<file path="config.mk">
export PLATFORM = sky130hd
export DESIGN_NAME = mem_port_arbiter
export DESIGN_NICKNAME = d
export VERILOG_FILES = /design/src/rtl/mem_port_arbiter.sv
export SDC_FILE = /design/constraint.sdc
export NUM_CORES = 1
export LEC_CHECK = 0
export CORE_MARGIN = 2
export CORE_UTILIZATION = 32
export CTS_CLUSTER_DIAMETER = 40
export DETAILED_ROUTE_END_ITERATION = 16
export GPL_TIMING_DRIVEN = 0
export HOLD_SLACK_MARGIN = 0.08
export PLACE_DENSITY_LB_ADDON = 0.15
export SLEW_MARGIN = 15
export SYNTH_ARGS = -nofsm -noshare
export SYNTH_HDL_FRONTEND = slang
export SYNTH_SLANG_ARGS = --single-unit
</file>
<file path="constraint.sdc">
create_clock -name clk -period 1.8 [get_ports clk]
set_clock_uncertainty 0.1 [all_clocks]
set_input_delay 0.18 -clock clk [delete_from_list [all_inputs] [get_ports clk]]
set_output_delay 0.18 -clock clk [all_outputs]
set_load 0.03 [all_outputs]
</file>
<file path="src/rtl/mem_port_arbiter.sv">
// Memory bus arbiter: shares one external bus between instruction fetch
// and MEM-stage data accesses, one outstanding transaction at a time.
module mem_port_arbiter #(
    parameter int ADDR_W       = 32,
    parameter int DATA_W       = 32,
    parameter int STARVE_LIMIT = 4
) (
    input  logic              clk,
    input  logic              rst,

    input  logic              inst_req,
    input  logic [ADDR_W-1:0] inst_addr,
    output logic              inst_addr_ok,
    output logic              inst_data_ok,
    output logic [DATA_W-1:0] inst_rdata,

    input  logic              data_req,
    input  logic              data_wr,
    input  logic [1:0]        data_size,
    input  logic [ADDR_W-1:0] data_addr,
    input  logic [DATA_W-1:0] data_wdata,
    output logic              data_addr_ok,
    output logic              data_data_ok,
    output logic [DATA_W-1:0] data_rdata,

    output logic              bus_req,
    output logic              bus_wr,
    output logic [1:0]        bus_size,
    output logic [ADDR_W-1:0] bus_addr,
    output logic [DATA_W-1:0] bus_wdata,
    input  logic              bus_addr_ok,
    input  logic              bus_data_ok,
    input  logic [DATA_W-1:0] bus_rdata
);

    localparam int CNT_W = $clog2(STARVE_LIMIT + 1);
    localparam logic [CNT_W-1:0] CNT_MAX = CNT_W'(STARVE_LIMIT);

    typedef enum logic [1:0] {
        S_IDLE,
        S_ADDR,
        S_WAIT
    } state_t;

    state_t            state_q, state_d;
    logic              owner_q, owner_d;
    logic [CNT_W-1:0]  starve_cnt_q, starve_cnt_d;
    logic              bus_req_q, bus_req_d;
    logic              bus_wr_q, bus_wr_d;
    logic [1:0]        bus_size_q, bus_size_d;
    logic [ADDR_W-1:0] bus_addr_q, bus_addr_d;
    logic [DATA_W-1:0] bus_wdata_q, bus_wdata_d;

    logic in_idle;
    logic inst_forced;
    logic grant_data;
    logic grant_inst;
    logic done;

    // Grant decision and completion detect; reset masks every handshake
    always_comb begin
        in_idle     = (state_q == S_IDLE) && !rst;
        inst_forced = inst_req && (starve_cnt_q == CNT_MAX);
        grant_data  = in_idle && data_req && !inst_forced;
        grant_inst  = in_idle && inst_req && !grant_data;
        done        = !rst &&
                      (((state_q == S_ADDR) && bus_addr_ok && bus_data_ok) ||
                       ((state_q == S_WAIT) && bus_data_ok));
    end

    // Next-state, request latch and starvation counter
    always_comb begin
        state_d      = state_q;
        owner_d      = owner_q;
        starve_cnt_d = starve_cnt_q;
        bus_req_d    = bus_req_q;
        bus_wr_d     = bus_wr_q;
        bus_size_d   = bus_size_q;
        bus_addr_d   = bus_addr_q;
        bus_wdata_d  = bus_wdata_q;
        unique case (state_q)
            S_IDLE: begin
                if (grant_data) begin
                    state_d     = S_ADDR;
                    owner_d     = 1'b1;
                    bus_req_d   = 1'b1;
                    bus_wr_d    = data_wr;
                    bus_size_d  = data_size;
                    bus_addr_d  = data_addr;
                    bus_wdata_d = data_wdata;
                    if (!inst_req) begin
                        starve_cnt_d = '0;
                    end else if (starve_cnt_q != CNT_MAX) begin
                        starve_cnt_d = starve_cnt_q + 1'b1;
                    end
                end else if (grant_inst) begin
                    state_d      = S_ADDR;
                    owner_d      = 1'b0;
                    bus_req_d    = 1'b1;
                    bus_wr_d     = 1'b0;
                    bus_size_d   = 2'd2;
                    bus_addr_d   = inst_addr;
                    starve_cnt_d = '0;
                end
            end
            S_ADDR: begin
                if (bus_addr_ok) begin
                    bus_req_d = 1'b0;
                    state_d   = bus_data_ok ? S_IDLE : S_WAIT;
                end
            end
            S_WAIT: begin
                if (bus_data_ok) begin
                    state_d = S_IDLE;
                end
            end
            default: begin
                state_d   = S_IDLE;
                bus_req_d = 1'b0;
            end
        endcase
    end

    // State and registered bus outputs
    always_ff @(posedge clk) begin
        if (rst) begin
            state_q      <= S_IDLE;
            owner_q      <= 1'b0;
            starve_cnt_q <= '0;
            bus_req_q    <= 1'b0;
            bus_wr_q     <= 1'b0;
            bus_size_q   <= 2'd0;
            bus_addr_q   <= '0;
            bus_wdata_q  <= '0;
        end else begin
            state_q      <= state_d;
            owner_q      <= owner_d;
            starve_cnt_q <= starve_cnt_d;
            bus_req_q    <= bus_req_d;
            bus_wr_q     <= bus_wr_d;
            bus_size_q   <= bus_size_d;
            bus_addr_q   <= bus_addr_d;
            bus_wdata_q  <= bus_wdata_d;
        end
    end

    assign inst_addr_ok = grant_inst;
    assign data_addr_ok = grant_data;
    assign inst_data_ok = done && !owner_q;
    assign data_data_ok = done && owner_q;
    assign inst_rdata   = bus_rdata;
    assign data_rdata   = bus_rdata;

    assign bus_req   = bus_req_q;
    assign bus_wr    = bus_wr_q;
    assign bus_size  = bus_size_q;
    assign bus_addr  = bus_addr_q;
    assign bus_wdata = bus_wdata_q;

endmodule

</file>
# After elaboration in Yosys (flattened, before gate mapping)
# Index checks and enable logic that the tools add are counted.
[totals]
register_bits = 74
inputBits = 137
out_inout_bits = 136
[op_classes]
addsub = 1
n_eq_ne = 8
muxes = 21
bitwise = 1
n_reduce_logical = 24
[op_table]
columns = ["op", "count"]
rows = [
  ["two-way mux 32 bit", 2],
  ["two-way mux 2 bit", 7],
  ["logical AND 1 bit", 12],
  ["two-way mux 3 bit", 4],
  ["AND reduction 3 bit", 3],
  ["two-way mux 1 bit", 6],
  ["!= test 3 bit, second input constant", 2],
  ["one-hot mux 2 bit (3 select lines)", 1],
  ["zero test 1 bit", 4],
  ["!= test 2 bit, second input constant", 2],
  ["AND reduction 2 bit", 2],
  ["adder 3 x 1 -> 3 bit, second input constant", 1],
  ["== test 3 bit, second input constant", 1],
  ["!= test 3 x 2 -> 1 bit, second input constant", 1],
  ["one-hot mux 1 bit (3 select lines)", 1],
  ["== test 2 x 1 -> 1 bit, second input constant", 1],
  ["== test 2 bit, second input constant", 1],
  ["zero test 2 bit", 1],
  ["nonzero test 2 bit", 1],
  ["logical OR 1 bit", 1],
  ["NOT 1 bit", 1],
]

# Longest topological paths before layout
# Gate-level depths: netlist of run 1.
[depth]
word_depth = 9
ltp_mapped = 7
depth_no_buf = 5

# Worst setup path after synthesis of run 1
# Ideal clock, no wire load.
[synth_timing]
path_kind = "flip-flop to output port"
from = "reg state_q[1]"
to = "out inst_addr_ok"
t_arrival_ns = 2.005
required_time_ns = 1.520
slack_ns = -0.485
stages_incl_launch_ff = 7
n_path_buf = 4
cell_sequence = "dfxtp_1 > buf_6 > or3_1 > buf_2 > buf_2 > buf_2 > a211oi_1"
[synth_between]
elab_chain_cells = 6
[synth_lines]
columns = ["element", "line_no", "text"]
rows = [
  ["start: declaration", "45", "state_t state_q, state_d;"],
  ["start signal: assignment", "136", "state_q <= state_d;"],
  ["zero test 2 bit (*)", "62", "in_idle = (state_q == S_IDLE) && !rst;"],
  ["logical AND 1 bit (*)", "62", ""],
  ["logical AND 1 bit (2 in a row)", "64", "grant_data = in_idle && data_req && !inst_forced;"],
  ["zero test 1 bit", "65", "grant_inst = in_idle && inst_req && !grant_data;"],
  ["logical AND 1 bit (*)", "65", ""],
  ["end: declaration", "13", "output logic inst_addr_ok,"],
]
# Every way passes the cells marked *; elsewhere a longest branch is shown, timed or not.

# Final worst setup path of run 1
[layout_timing]
from = "reg state_q[1]"
to = "out inst_data_ok"
[layout_between]
elab_chain_cells = 6
[layout_lines]
columns = ["element", "line_no", "text"]
rows = [
  ["== test 2 x 1 -> 1 bit", "67", "(((state_q == S_ADDR) && bus_addr_ok && bus_data_ok) ||"],
  ["logical AND 1 bit (2 in a row)", "67", ""],
  ["logical OR 1 bit (*)", "67", ""],
  ["logical AND 1 bit (*)", "66", "done = !rst &&"],
  ["logical AND 1 bit (*)", "149", "assign inst_data_ok = done && !owner_q;"],
  ["end: declaration", "14", "output logic inst_data_ok,"],
]
# Marks and branches as above.

==> flow_summary.yaml, run 1 <==
detailed_routing:
  drtIter0Drc: 351
  avgViaCountPerCell: 5.25
  routed_wl_mm: 15.2
  drc: 0
  wl_per_cell_um: 17.3
  dr.pass1.iters: 5
  postRouteAntennaNets: 0
  vias: 4637
timing:
  setup_viol: 4
  hold_ws_ps: 166
  period_share_pct: 108
  slew_headroom_pct: 54.2
  setup_slack_ps: -137
  rsz0062_at_grt: "yes"
  hold_violations: 0
  slew_viol_final: 0
  worst_pin_slew_ps: 682
  min_period_ps: 1940
  max_freq_mhz: 516
critical_path:
  worstRegToRegCells: 6
  worst-setup-path-type: "flop to primary output"
  cp.required_ps: 1520
  reg2reg_to: "starve_cnt_q[2]"
  reg2reg_slack_ps: 60
  crit_fanout: 4
  r2r_start: "starve_cnt_q[1]"
  end_kind: "primary output"
  critPathLaunchType: "flop"
  crit_arrival_ps: 1660
grt:
  grt_max_degree: 14
  grt_pass1_wl_mm: 23.0
  track_usage_pct: 22.0
  grt_pass1_vias: 4504
  antenna_found_initial: 0
  overflow: 0
yosys:
  synthesis.area_um2: 3920
  ys_warn_count: 0
  synth.top_cell.area_share_pct: 37.8
  synth_cells: 474
  ys_seq_area_share_pct: 37.8
  synth.net_count: 613
  synth_area_per_cell_um2: 8.28
  synth_area_leaders: "dfxtp_1 (38%), buf_4 (12%), a21oi_1 (9.1%)"
  yosys.area.top_type: "dfxtp_1"
  synth_cell_types: 33
  ys_ff_latch: 74
cells_and_area:
  drive_gt1_share_pct: 23.8
  layout.nets: 870
  antenna_cells: 0
  final_cell_mix: "clkdlybuf4s50_1 (234), buf_4 (83), a21oi_1 (70), dfxtp_1 (70), o21ai_0 (39)"
  syn2layout_area_growth_pct: 83.5
  layout_commonest_cell: "clkdlybuf4s50_1"
  final_area_um2: 7200
hold_path:
  hp-start: "inst_req"
  holdPathStages: 3
  hold_path_end: "starve_cnt_q[2]"
  min_path_type: "input port to flop"
clock_network:
  h-tree-depth: 3
  clk_path_buf_depth: 2
  path_clk_slew_ps: 60
  clockRootBuffer: "clkbuf_16"
  cts-buffers-inserted: 9
  clock_sinks: 74
  clkLatencyLatePin_ps: 340
  cts_tree: "yes"
floorplan:
  std_cell_rows: 40
  ios: 273
  dieArea_um2: 13200
  start_util_pct: 32.7
  core_um2: 12000
  die_w_um: 115
  die_y_um: 115
place:
  gp_congestion: 0.823
  place_area_um2: 6510
  hpwl_mm: 11.1
  numPortBuffers: 238
outcome:
  outcome: "finished, violations left"
  violations: "setup timing"
power_and_ir_drop:
  p_leak_nw: 2.66
  vdd_drop_max_uv: 636
  p_per_area_nw_per_um2: 782
flow_run:
  maxCapViolCount: 0
## state kept, by name, summed over array words and instances, names as in the netlist
name,flops
bus_addr,32
bus_wdata,32
starve_cnt_q,3
bus_size,2
state_q,2
bus_req,1
bus_wr,1
owner_q,1
## routing by layer
layer,part of all wire (%),global-route usage (%),wire [um],vias up
li1,-,-,-,2229
met4,1.0,5.46,158,0
met1,40,25.4,6100,2166
met2,49,38.9,7510,229
met3,9.6,7.80,1460,13
met5,0,0,0,-
## through the flow
stage | TNS [ps] | total power [W] | setup slack [ps] | cells | util [%]
2_1_floorplan | -315 | 0.00292 | -207 | 474 | -
3_3_place_gp | -28340 | 0.00372 | -794 | 859 | 54.2
3_5_place_dp | -32580 | 0.00374 | -784 | 859 | 54.2
4_1_cts | -469 | 0.00560 | -261 | 878 | 58.4
5_1_grt | -688 | 0.00586 | -202 | 883 | 59.9
6_report | -425 | 0.00563 | -137 | 883 | 59.9
## critical path, cell delays in order (launching register included)
cell and delay (ps):
dfxtp_4 350, buf_4 140, buf_6 110, nor2b_4 130
a21oi_4 90, nor4b_4 320, buf_6 180
## synthesized netlist by cell type
cell type and count:
dfxtp_1 74, a21oi_1 71, buf_4 64, clkbuf_1 46
o21ai_0 39, a211oi_1 33, nand3_1 33, a311oi_1 32
o31ai_1 32, buf_2 10, nor3_1 5, nand2_1 4
inv_1 3, nand4_1 3, nor2_1 3, ha_1 2
nor2b_1 2, or2_2 2, or4_1 2, a22o_1 1
a22oi_1 1, a31oi_1 1, and3_1 1, buf_1 1
buf_6 1, clkinv_1 1, nand4b_1 1, nor2_2 1
nor3b_2 1, nor4b_1 1, nor4bb_1 1, or3_1 1
or3b_1 1
## cells by family after synthesis
group	share of synthesized area, %
DFF	37.8
adders and majority gates	0.638
buffers and inverters	18.7
and+or+nand+nor	8.74
AOI/OAI and AO/OA	34.2
## cell type report
| type | instances | area (um^2) |
|---|---|---|
| Buffer | 116 | 793 |
| Clock buffer | 9 | 225 |
| Clock inverter | 7 | 70.1 |
| Fill cell | 1118 | 4810 |
| Inverter | 4 | 15.0 |
| Multi-Input combinational cell | 274 | 1920 |
| Sequential cell | 74 | 1490 |
| Tap cell | 147 | 184 |
| Timing Repair Buffer | 252 | 2500 |
## how the worst max path moves through the flow
stage                    to  slack (ps)  depth (start not counted)  startpoint
2_1_floorplan  inst_addr_ok        -210                          6  state_q[1]
3_3_place_gp   inst_addr_ok        -790                          7  state_q[1]
3_5_place_dp   inst_addr_ok        -780                          7  state_q[0]
4_1_cts        inst_addr_ok        -260                          6  state_q[0]
5_1_grt        inst_data_ok        -200                          6  state_q[1]
6_report       inst_data_ok        -140                          6  state_q[1]
## timing repair
| item | CTS | global route |
|---|---|---|
| endpoints found under the setup margin | 74 | 70 |
| hold endpoints to repair | 1 | 0 |
| gates resized for setup | 91 | 56 |
| buffers inserted | 5 | 8 |
| hold buffers | 1 | 0 |
| pin swaps | 3 | 10 |
## report_power, final
group	switching, W	total (W)	internal (W)	leakage (nW)
Sequential	0.0000844	0.00188	0.00179	0.614
Combinational	0.00102	0.00195	0.000935	1.91
Clock	0.000732	0.00180	0.00107	0.133
Power figures use the tool's default switching activity.
==> run 2, diff against run 1 <==
Settings changed: ABC_AREA from default to 1, CORE_UTILIZATION 32 to 31, SKIP_LAST_GASP from default to 1.
==> flow_summary.yaml, run 2 <==
hold_path:
  min_path_type: "input port to flop"
  hold_path_end: "bus_addr[5]"
  hp-start: "rst"
  holdPathStages: 5
critical_path:
  critPathSlowestCell: "dfxtp_2"
  reg2reg_slack_ps: 120
  worst-setup-path-type: "flop to primary output"
  crit_cells: 7
  reg2reg_to: "bus_wr"
  path_delay_family: "flip-flops"
  cp.required_ps: 1520
  critPathLaunchType: "flop"
  crit_arrival_ps: 1460
  path_common_cell: "buf_6"
  worstRegToRegCells: 9
  path_buf_inv: 3
  end_kind: "primary output"
  r2r_start: "starve_cnt_q[1]"
  path_cells: "inv_1 > ha_2 > nand3_2 > nand2_2 > nor2_4 > buf_6 > buf_6"
  cpPeakStageDelay_ps: 350
  crit_fanout: 7
yosys:
  ys_ff_latch: 74
  synth_cells: 511
  ys_seq_area_share_pct: 41.2
  synth_area_per_cell_um2: 7.03
  synth_area_leaders: "dfxtp_1 (41%), buf_4 (14%), nand2_1 (12%)"
  synth.top_cell.area_share_pct: 41.2
  synth_edf_count: 0
  synth_cell_types: 21
  ys_top_cells_by_count: "nand2_1 (111), dfxtp_1 (74), nor2_1 (73)"
  synth.net_count: 650
  synthesis.area_um2: 3590
  async_flop_share_pct: 0
  synth_ff_type: "dfxtp_1"
  ys_warn_count: 0
  yosys.area.top_type: "dfxtp_1"
  yosysMostFrequentCell: "nand2_1"
power_and_ir_drop:
  finalPower_w: 0.00512
  p_leak_nw: 2.87
  vdd_drop_max_uv: 434
  p_per_area_nw_per_um2: 782
detailed_routing:
  vias: 4075
  drc: 0
  postRouteAntennaNets: 0
  drtIter0Drc: 203
  routed_wl_mm: 12.8
  wl_per_cell_um: 14.0
  avgViaCountPerCell: 4.43
  dr.pass1.iters: 5
place:
  place_area_um2: 6160
  hpwl_mm: 9.91
  gp_congestion: 0.775
  numPortBuffers: 239
clock_network:
  cts-buffers-inserted: 9
  clock_sinks: 74
  path_clk_slew_ps: 70
  cts_tree: "yes"
  h-tree-depth: 3
  clk_path_buf_depth: 2
  clockRootBuffer: "clkbuf_16"
  clkLatencyLatePin_ps: 330
timing:
  period_share_pct: 96.9
  setup_tns_ps: 0
  slew_headroom_pct: 66.4
  rsz0062_at_grt: "yes"
  hold_violations: 0
  setup_viol: 0
  worst_pin_slew_ps: 504
  slew_viol_final: 0
  max_freq_mhz: 573
  min_period_ps: 1740
grt:
  track_usage_pct: 19.8
  grt_pass1_vias: 3971
  grt_pass1_wl_mm: 20.2
  grt_max_degree: 16
  antenna_found_initial: 0
  overflow: 0
floorplan:
  core_um2: 11400
  die_y_um: 112
  die_w_um: 112
  start_util_pct: 31.6
  std_cell_rows: 39
  ios: 273
  dieArea_um2: 12500
cells_and_area:
  drive_gt1_share_pct: 15.7
  layout.nets: 910
  layout_commonest_cell: "clkdlybuf4s50_1"
  final_cell_mix: "clkdlybuf4s50_1 (235), nand2_1 (110), buf_4 (78)"
  antenna_cells: 0
  syn2layout_area_growth_pct: 82.0
  nFillCells: 1063
  final_area_um2: 6540
outcome:
  outcome: "finished, final reports clean"
flow_run:
  maxCapViolCount: 0
-- run 2: changes by cell type in the layout (fill, tap and decap cells not counted), moves of 15 or more --
cell / change
clkbuf_2: -15
a211oi_1: -32
o31ai_1: -25
a21oi_1: -31
nand3_1: -30
nand2_1: +106
o21ai_1: +29
nor2_1: +71
inv_1: +38
a311oi_1: -22
-- run 2: kinds of logic after synthesis --
| logic type | Yosys count | synth area share (%) |
|---|---|---|
| adder cells (fa/ha/maj) | 2 | 0.696 |
| XOR/XNOR | 1 | 0.244 |
| flip-flops | 74 | 41.2 |
| AND/OR/NAND/NOR | 194 | 21.2 |
| buffers and inverters | 134 | 21.8 |
| AO/OA/AOI/OAI | 106 | 14.8 |
-- run 2: cell type report --
cell class | instances | area, um^2 | area share (%)
well taps | 143 | 179 | 2.74
inverters | 41 | 156 | 2.39
multi-input cells | 303 | 1340 | 20.5
clock buffers | 9 | 225 | 3.44
clock inverters | 7 | 58.8 | 0.899
repair buffers | 249 | 2460 | 37.6
plain buffers | 93 | 636 | 9.72
flip-flops and latches | 74 | 1480 | 22.7
-- run 2: how the worst max path moves through the flow --
stage / startpoint / end / slack, ps
2_1_floorplan: starve_cnt_q[0] / bus_addr[26] / 270
3_3_place_gp: inst_req / data_addr_ok / -660
3_5_place_dp: inst_req / data_addr_ok / -680
4_1_cts: starve_cnt_q[0] / data_addr_ok / -70
5_1_grt: state_q[0] / data_data_ok / -40
6_report: starve_cnt_q[1] / data_addr_ok / 60
-- run 2: worst reg2reg max path: stages, from the launching register on --
cell and delay (ps):
dfxtp_2 350, inv_1 50, ha_2 180, nand3_2 80, nand2_2 80, nor2_4 120, buf_4 170, buf_2 230
nand2_1 90, a21oi_1 150
-- run 2: layer usage --
metal	GRT usage (%)	share of wire, %
met4	5.02	0.97
met5	0	0
met2	35.9	51
met3	6.26	8.5
met1	22.7	39
-- run 2: power by group --
part,switching [W],internal (W)
registers,0.0000635,0.00176
logic,0.000818,0.000757
clock network,0.000757,0.000958
total,0.00164,0.00348
-- run 2: what timing repair did --
action	in CTS	in global routing
buffers inserted	1	8
endpoints found under the setup margin	5	62
resized for setup	25	11
pin swaps	1	3
hold buffers	1	0
endpoints found under the hold margin	9	0
-- run 2: per-stage QoR --
stage	cells	worst slack, ps	utilization, %	hold WS (ps)
after floorplan	511	274	-	156
after global placement	893	-664	54.2	349
after detailed placement	893	-685	54.2	363
after CTS	911	-72.8	56.9	246
after global routing	919	-35.9	57.5	264
final	919	56.0	57.5	246
